[src/rtl/hilo_muldiv_unit_if.sv]
// hilo_muldiv_unit_if: E-stage bundle between the pipeline and the HI/LO multiply/divide unit.
//   alucontrol  5-bit E-stage control code
//   a, b        rs / rt operands
//   valid_i     E-stage instruction valid
//   flush       E-stage flush (exception / eret)
//   adv_i       E stage advances this cycle
//   busy_o      stall request to the hazard unit
//   hi_o, lo_o  architectural HI / LO
// master: pipeline side (drives controls, reads status); slave: the unit itself.
interface hilo_muldiv_unit_if;
    logic [4:0]  alucontrol;
    logic [31:0] a;
    logic [31:0] b;
    logic        valid_i;
    logic        flush;
    logic        adv_i;
    logic        busy_o;
    logic [31:0] hi_o;
    logic [31:0] lo_o;

    modport master (
        output alucontrol, a, b, valid_i, flush, adv_i,
        input  busy_o, hi_o, lo_o
    );

    modport slave (
        input  alucontrol, a, b, valid_i, flush, adv_i,
        output busy_o, hi_o, lo_o
    );
endinterface

[src/rtl/hilo_muldiv_unit.sv]
// hilo_muldiv_unit: owns HI/LO and executes MULT, MULTU, DIV, DIVU, MTHI and MTLO.
// Multiply waits MUL_LAT cycles on a combinational product of latched operands; divide is a
// radix-2 restoring divider (32 iterations + 1 sign fix-up). busy_o stalls the pipeline while
// work is in flight; flush aborts without touching HI/LO.
//   clk     clock, rising edge
//   resetn  asynchronous active-low reset
//   bus     hilo_muldiv_unit_if.slave (controls, operands, busy_o, hi_o, lo_o)
`ifndef MULT_CONTROL
`define MULT_CONTROL  5'b11000
`endif
`ifndef MULTU_CONTROL
`define MULTU_CONTROL 5'b11001
`endif
`ifndef DIV_CONTROL
`define DIV_CONTROL   5'b11010
`endif
`ifndef DIVU_CONTROL
`define DIVU_CONTROL  5'b11011
`endif
`ifndef MTHI_CONTROL
`define MTHI_CONTROL  5'b11100
`endif
`ifndef MTLO_CONTROL
`define MTLO_CONTROL  5'b11101
`endif

module hilo_muldiv_unit #(
    parameter int unsigned MUL_LAT = 2
) (
    input logic                clk,
    input logic                resetn,
    hilo_muldiv_unit_if.slave  bus
);
    typedef enum logic [1:0] {StIdle, StMul, StDiv, StDone} state_e;

    state_e      state_q, state_d;
    logic [5:0]  count_q, count_d;
    logic [31:0] hi_q, hi_d, lo_q, lo_d;
    logic [31:0] x_q, x_d;      // multiplicand, or dividend shifting into quotient
    logic [31:0] y_q, y_d;      // multiplier, or divisor magnitude
    logic [31:0] rem_q, rem_d;
    logic        sgn_q, sgn_d;  // signed multiply
    logic        qneg_q, qneg_d;
    logic        rneg_q, rneg_d;
    logic        bzero_q, bzero_d;

    logic        is_mul, is_div, is_sdiv, go, start;
    logic [31:0] abs_a, abs_b, q_fix, r_fix;
    logic signed [65:0] ext_x, ext_y, prod;
    logic [32:0] shifted, diff;

    always_comb begin
        is_mul  = (bus.alucontrol == `MULT_CONTROL) || (bus.alucontrol == `MULTU_CONTROL);
        is_sdiv = (bus.alucontrol == `DIV_CONTROL);
        is_div  = is_sdiv || (bus.alucontrol == `DIVU_CONTROL);
        go      = bus.valid_i && !bus.flush && (state_q == StIdle);
        start   = go && (is_mul || is_div);
        abs_a   = (is_sdiv && bus.a[31]) ? (~bus.a + 32'd1) : bus.a;
        abs_b   = (is_sdiv && bus.b[31]) ? (~bus.b + 32'd1) : bus.b;

        ext_x   = {{34{sgn_q & x_q[31]}}, x_q};
        ext_y   = {{34{sgn_q & y_q[31]}}, y_q};
        prod    = ext_x * ext_y;

        // Restoring step: trial-subtract the divisor from the shifted partial remainder.
        shifted = {rem_q, x_q[31]};
        diff    = shifted - {1'b0, y_q};

        // Remainder follows the dividend's sign, which also makes the b==0 case yield HI=a.
        q_fix   = bzero_q ? 32'hFFFF_FFFF : (qneg_q ? (~x_q + 32'd1) : x_q);
        r_fix   = rneg_q ? (~rem_q + 32'd1) : rem_q;
    end

    always_comb begin
        state_d = state_q;
        count_d = count_q;
        hi_d    = hi_q;
        lo_d    = lo_q;
        x_d     = x_q;
        y_d     = y_q;
        rem_d   = rem_q;
        sgn_d   = sgn_q;
        qneg_d  = qneg_q;
        rneg_d  = rneg_q;
        bzero_d = bzero_q;

        unique case (state_q)
            StIdle: begin
                if (start && is_mul) begin
                    state_d = StMul;
                    count_d = 6'd0;
                    x_d     = bus.a;
                    y_d     = bus.b;
                    sgn_d   = (bus.alucontrol == `MULT_CONTROL);
                end else if (start && is_div) begin
                    state_d = StDiv;
                    count_d = 6'd0;
                    x_d     = abs_a;
                    y_d     = abs_b;
                    rem_d   = 32'd0;
                    qneg_d  = is_sdiv && (bus.a[31] != bus.b[31]);
                    rneg_d  = is_sdiv && bus.a[31];
                    bzero_d = (bus.b == 32'd0);
                end else if (go && (bus.alucontrol == `MTHI_CONTROL)) begin
                    hi_d = bus.a;
                end else if (go && (bus.alucontrol == `MTLO_CONTROL)) begin
                    lo_d = bus.a;
                end
            end
            StMul: begin
                if (bus.flush) begin
                    state_d = StIdle;
                    count_d = 6'd0;
                end else if (count_q == 6'(MUL_LAT - 1)) begin
                    state_d = StDone;
                    count_d = 6'd0;
                    hi_d    = prod[63:32];
                    lo_d    = prod[31:0];
                end else begin
                    count_d = count_q + 6'd1;
                end
            end
            StDiv: begin
                if (bus.flush) begin
                    state_d = StIdle;
                    count_d = 6'd0;
                end else if (count_q == 6'd32) begin
                    state_d = StDone;
                    count_d = 6'd0;
                    lo_d    = q_fix;
                    hi_d    = r_fix;
                end else begin
                    count_d = count_q + 6'd1;
                    if (!diff[32]) begin
                        rem_d = diff[31:0];
                        x_d   = {x_q[30:0], 1'b1};
                    end else begin
                        rem_d = shifted[31:0];
                        x_d   = {x_q[30:0], 1'b0};
                    end
                end
            end
            StDone: begin
                if (bus.adv_i || bus.flush) begin
                    state_d = StIdle;
                end
            end
            default: state_d = StIdle;
        endcase
    end

    always_ff @(posedge clk or negedge resetn) begin
        if (!resetn) begin
            state_q <= StIdle;
            count_q <= 6'd0;
            hi_q    <= 32'd0;
            lo_q    <= 32'd0;
            x_q     <= 32'd0;
            y_q     <= 32'd0;
            rem_q   <= 32'd0;
            sgn_q   <= 1'b0;
            qneg_q  <= 1'b0;
            rneg_q  <= 1'b0;
            bzero_q <= 1'b0;
        end else begin
            state_q <= state_d;
            count_q <= count_d;
            hi_q    <= hi_d;
            lo_q    <= lo_d;
            x_q     <= x_d;
            y_q     <= y_d;
            rem_q   <= rem_d;
            sgn_q   <= sgn_d;
            qneg_q  <= qneg_d;
            rneg_q  <= rneg_d;
            bzero_q <= bzero_d;
        end
    end

    // Gated by resetn so a held instruction cannot request a stall during reset.
    assign bus.busy_o = resetn && (start || (state_q == StMul) || (state_q == StDiv));
    assign bus.hi_o   = hi_q;
    assign bus.lo_o   = lo_q;
endmodule

[src/flat_wrapper.sv]
// flat-port wrapper written by rule: the top's interface ports become plain ports
module hilo_muldiv_unit_flat 
#(
    parameter int unsigned MUL_LAT = 2
)
  (clk, resetn, bus_alucontrol, bus_a, bus_b, bus_valid_i, bus_flush, bus_adv_i, bus_busy_o, bus_hi_o, bus_lo_o);
  hilo_muldiv_unit_if bus_i ();
  input logic clk;
  input logic resetn;
  input wire logic [$bits(bus_i.alucontrol)-1:0] bus_alucontrol;
  input wire logic [$bits(bus_i.a)-1:0] bus_a;
  input wire logic [$bits(bus_i.b)-1:0] bus_b;
  input wire logic [$bits(bus_i.valid_i)-1:0] bus_valid_i;
  input wire logic [$bits(bus_i.flush)-1:0] bus_flush;
  input wire logic [$bits(bus_i.adv_i)-1:0] bus_adv_i;
  output wire logic [$bits(bus_i.busy_o)-1:0] bus_busy_o;
  output wire logic [$bits(bus_i.hi_o)-1:0] bus_hi_o;
  output wire logic [$bits(bus_i.lo_o)-1:0] bus_lo_o;
  assign bus_i.alucontrol = bus_alucontrol;
  assign bus_i.a = bus_a;
  assign bus_i.b = bus_b;
  assign bus_i.valid_i = bus_valid_i;
  assign bus_i.flush = bus_flush;
  assign bus_i.adv_i = bus_adv_i;
  assign bus_busy_o = bus_i.busy_o;
  assign bus_hi_o = bus_i.hi_o;
  assign bus_lo_o = bus_i.lo_o;
  hilo_muldiv_unit #(.MUL_LAT(MUL_LAT)) u_core (.clk(clk), .resetn(resetn), .bus(bus_i));
endmodule
[config.mk]
export PLATFORM = sky130hd
export DESIGN_NAME = hilo_muldiv_unit_flat
export DESIGN_NICKNAME = d
export VERILOG_FILES = /design/src/rtl/hilo_muldiv_unit_if.sv /design/src/rtl/hilo_muldiv_unit.sv /design/src/flat_wrapper.sv
export SDC_FILE = /design/constraint.sdc
export NUM_CORES = 2
export LEC_CHECK = 0
export BUFFER_PORTS_ARGS = -buffer_cell sky130_fd_sc_hd__buf_4
export CORE_MARGIN = 10
export CORE_UTILIZATION = 50
export CTS_CLUSTER_DIAMETER = 60
export DETAILED_ROUTE_END_ITERATION = 16
export GPL_TIMING_DRIVEN = 0
export HOLD_SLACK_MARGIN = 0.08
export PLACE_DENSITY = 0.66
export SYNTH_ARGS = -nofsm -noshare
export SYNTH_HDL_FRONTEND = slang
export SYNTH_SLANG_ARGS = --single-unit
export TNS_END_PERCENT = 20
[constraint.sdc]
create_clock -name clk -period 23.1 [get_ports clk]
set_input_delay 4.62 -clock clk [delete_from_list [all_inputs] [get_ports clk]]
set_output_delay 4.62 -clock clk [all_outputs]
set_load 0.01 [all_outputs]
==> results_tabular.tex <==
\begin{tabular}{lr}
\hline
Metric & Value \\
\hline
\multicolumn{2}{l}{\textbf{Global routing}} \\
\quad GRT Overall Usage & 0.370 \\
\quad First-pass GRT wire length & around 310000 um \\
\quad Antenna violations before repair & 20 \\
\quad Number of global-route vias before repair & 44000 \\
\quad Remaining Overflow, GRT & 0 \\
\quad Pin count of the biggest net entering global routing & roughly 90 \\
\multicolumn{2}{l}{\textbf{Routing}} \\
\quad Routed vias & 43700 \\
\quad Post-route DRC & 0 \\
\quad Drt first pass iters & 6 \\
\quad Post-Route WL & between 200000 and 250000 um \\
\quad Antenna violation net count after detailed routing & 0 \\
\quad Number of design-rule violations left by the first detailed-router iteration & approximately 5300 \\
\quad Via density & 5.93 \\
\quad Average detailed-routed wire length per instance & about 29 um \\
\multicolumn{2}{l}{\textbf{Clock tree}} \\
\quad CTS-repair resized insts & 0 \\
\quad Post-CTS Setup Inserts & 0 \\
\quad Skew-Pair Late Insertion Delay & 490 ps \\
\quad Root Buffer Master & clkbuf\_16 \\
\quad Clock sinks & around 170 \\
\quad Clock slew at reported path FFs & 90 ps \\
\quad Number of buffers created by CTS & 17 \\
\quad H-tree lvl count & 4 \\
\quad Clock tree from TritonCTS & yes \\
\quad CTS Buffer Depth & 2 \\
\quad Hold Buf Count CTS & 0 \\
\multicolumn{2}{l}{\textbf{Setup path}} \\
\quad Critical Path Source Type & flip-flop \\
\quad Endpoint kind of the worst setup timing path & flip-flop \\
\quad R2R setup slack & 12290 ps \\
\quad Critical path class & flip-flop to flip-flop \\
\quad Req. time, crit path & 23450 ps \\
\quad Data arrival at the endpoint of the critical path & 11160 ps \\
\quad Worst r2r path cells & 27 \\
\quad CP Max Fanout & 10 \\
\multicolumn{2}{l}{\textbf{Timing}} \\
\quad Final Slew Violations & 32 \\
\quad Minimum period implied by the final worst setup slack & 10810 ps \\
\quad Unrepaired setup endpoints after global routing & no \\
\quad Accumulated negative setup slack & 0 ps \\
\quad Top achievable clock speed & between 0.09 and 0.1 GHz \\
\quad Slew headroom & -0.0467 \\
\quad Actual transition at the worst max-transition pin & 1570 ps \\
\quad Max Clock Skew & $\sim$22 ps \\
\quad Final setup viols & 0 \\
\quad Final Hold Viols & 0 \\
\quad Fin crit share & 0.468 \\
\multicolumn{2}{l}{\textbf{Yosys}} \\
\quad Share of synthesized area occupied by flip-flops and latches & 0.0849 \\
\quad Ys async rst share & 1.00 \\
\quad Count of synthesis-stage warnings from yosys & 0 \\
\quad Number of synthesized register bits & between 150 and 200 \\
\quad Number of flops mapped to enable cells by yosys & 0 \\
\quad Unique cell type count in the Yosys netlist & 84 \\
\quad Dominant synthesized flop cell & dfrtp\_1 \\
\quad Mapped Cells & 5824 \\
\quad Avg Synthesized Cell Area & 8.70 sq um \\
\quad Summed instance area of the synthesized netlist & 50700 sq um \\
\quad Synthesized net count & 7281 \\
\multicolumn{2}{l}{\textbf{Run status}} \\
\quad Violations in the final reports & max-capacitance violations, max-slew violations \\
\quad Run status & finished, violations left \\
\multicolumn{2}{l}{\textbf{Floorplanning}} \\
\quad Die Span Y & 338 um \\
\quad Die ar. & 114000 sq um \\
\quad Row cnt & 116 \\
\quad Area of the core region & 100000 sq um \\
\quad I/O pin count & 139 \\
\quad Die Width & 338 um \\
\quad Initial Utilization & 0.505 \\
\multicolumn{2}{l}{\textbf{Placed design}} \\
\quad Count of input and output buffers & 138 \\
\quad Gp weighted congestion & 1.09 \\
\quad Detail Placement HPWL & 177000 um \\
\quad Placed inst area & 53500 sq um \\
\multicolumn{2}{l}{\textbf{Job}} \\
\quad Max capacitance violation total & 4 \\
\multicolumn{2}{l}{\textbf{Finish}} \\
\quad Cell area after layout & about 54000 sq um \\
\quad Fin util & 0.540 \\
\quad Area added between synthesis and finish & 6.82\% \\
\quad Count of nets after finishing & 7442 \\
\quad Fraction of final layout cells with drive strength greater than 1 & 0.0420 \\
\multicolumn{2}{l}{\textbf{Hold path}} \\
\quad Min-delay worst type & flip-flop to flip-flop \\
\quad Worst hold path depth & 1 \\
\hline
\end{tabular}
## area by class of cell
| class | instances | area (sq um) |
|---|---|---|
| inverters | 1188 | 4460 |
| multi-input cells | 4114 | 40600 |
| plain buffers | 350 | 1330 |
| clock buffers | 20 | 447 |
| clock inverters | 12 | 154 |
| diodes | 11 | 27.5 |
| repair buffers | 142 | 1110 |
| fillers | 9521 | 46200 |
| well taps | 1357 | 1700 |
| flip-flops and latches | 172 | 4300 |
## worst max-delay path, stage by stage (launching register included)
cell and delay, ps:
dfrtp_1 330, clkbuf_1 930, clkbuf_1 1220, nand2_1 170, fa_1 560, inv_1 60, fa_1 510, fa_1 550
inv_1 50, fa_1 490, inv_1 60, fa_1 490, fa_1 580, fa_1 530, inv_1 60, fa_1 530
inv_1 50, ha_1 380, and3_1 200, clkbuf_1 210, a31oi_1 380, nor2b_1 110, a2111oi_0 520, o21ai_0 430
a311oi_1 480, a211o_1 250, xor2_1 390, o22ai_1 150
## worst paths after layout
kind / from / to
hold / removal: u_core.bus.lo_o[4] / u_core.bus.lo_o[4]
setup reg to reg: u_core.y_q[8] / u_core.bus.hi_o[21]
max in group asynchronous: resetn / u_core.x_q[6]
hold reg to reg: u_core.bus.lo_o[4] / u_core.bus.lo_o[4]
min in group asynchronous: resetn / u_core.count_q[4]
setup / recovery: u_core.y_q[8] / u_core.bus.hi_o[21]
## metrics by stage
| stage | hold WS [ps] | setup slack, ps | cells |
|---|---|---|---|
| 6_report | 482 | 12290 | 7366 |
| 5_1_grt | 505 | 12060 | 7355 |
| 4_1_cts | 487 | 12420 | 7354 |
| 3_5_place_dp | 468 | 12400 | 7322 |
| 3_3_place_gp | 465 | 11500 | 7319 |
| 2_1_floorplan | 508 | 13140 | 5824 |
## synth_stat cells (all sizes together) (21+ instances only)
library cell | number | share of area
a21o | 72 | 0.011
a21oi | 180 | 0.018
a31oi | 27 | 0.0033
and2 | 298 | 0.037
and3 | 39 | 0.0048
buf | 56 | 0.0044
clkbuf | 294 | 0.022
dfrtp | 172 | 0.085
fa | 1126 | 0.44
ha | 257 | 0.063
inv | 1185 | 0.088
nand2 | 959 | 0.071
nand2b | 28 | 0.0035
nand3 | 39 | 0.0039
nor2 | 228 | 0.017
nor3 | 41 | 0.0041
o21a | 21 | 0.0033
o21ai | 255 | 0.025
o31ai | 62 | 0.0094
or3 | 25 | 0.0034
xnor2 | 112 | 0.019
xor2 | 95 | 0.016
## registers in the layout, summed over array words and instances, names as in the netlist
register         cells
u_core.state_q       2
u_core.qneg_q        1
u_core.rneg_q        1
u_core.bus.lo_o     32
u_core.bzero_q       1
u_core.rem_q        32
u_core.y_q          32
u_core.bus.hi_o     32
u_core.count_q       6
u_core.sgn_q         1
u_core.x_q          32
## layer usage
metal	track usage	up-vias	wire length [um]
met5	0	-	136
met4	0.233	18	17000
met3	0.128	681	28400
met2	0.532	2808	88900
met1	0.475	22200	78100
li1	-	18000	-
## cell families (layout without fill, tap and decap cells)
| group | Yosys count | count (layout) | share of synthesized area |
|---|---|---|---|
| and+or+nand+nor | 1743 | 1743 | 0.158 |
| buffers and inverters | 1538 | 1712 | 0.114 |
| adders and majority gates | 1383 | 1383 | 0.508 |
| AOI/OAI and AO/OA | 763 | 763 | 0.0956 |
| xor gates and xnor gates | 207 | 207 | 0.0358 |
| DFF | 172 | 172 | 0.0849 |
| muxes | 18 | 18 | 0.00358 |
| other | 0 | 11 | 0 |
## cells in the final DEF (no fill, tap or decap), types with 9 or more instances in the layout
cell type,n
inv_1,1185
fa_1,1126
nand2_1,957
and2_1,296
clkbuf_1,295
ha_1,257
o21ai_0,241
nor2_1,228
a21oi_1,175
dfrtp_1,172
buf_4,138
xnor2_1,112
xor2_1,95
a21o_1,72
o31ai_1,60
buf_1,46
and3_1,39
nand3_1,39
nor3_1,38
nand2b_1,28
a31oi_1,27
or3_1,22
o21a_1,20
clkbuf_16,18
mux2i_1,17
or2_2,16
a311oi_1,15
o21ai_1,14
nand4_1,14
o41ai_1,14
or4_1,14
o211ai_1,13
o22ai_1,13
diode_2,11
o21bai_1,11
o221a_2,11
buf_2,10
a211oi_1,9
Power is not shown: default switching activity piles up to over one toggle a cycle in this logic, so the estimate is an artifact.
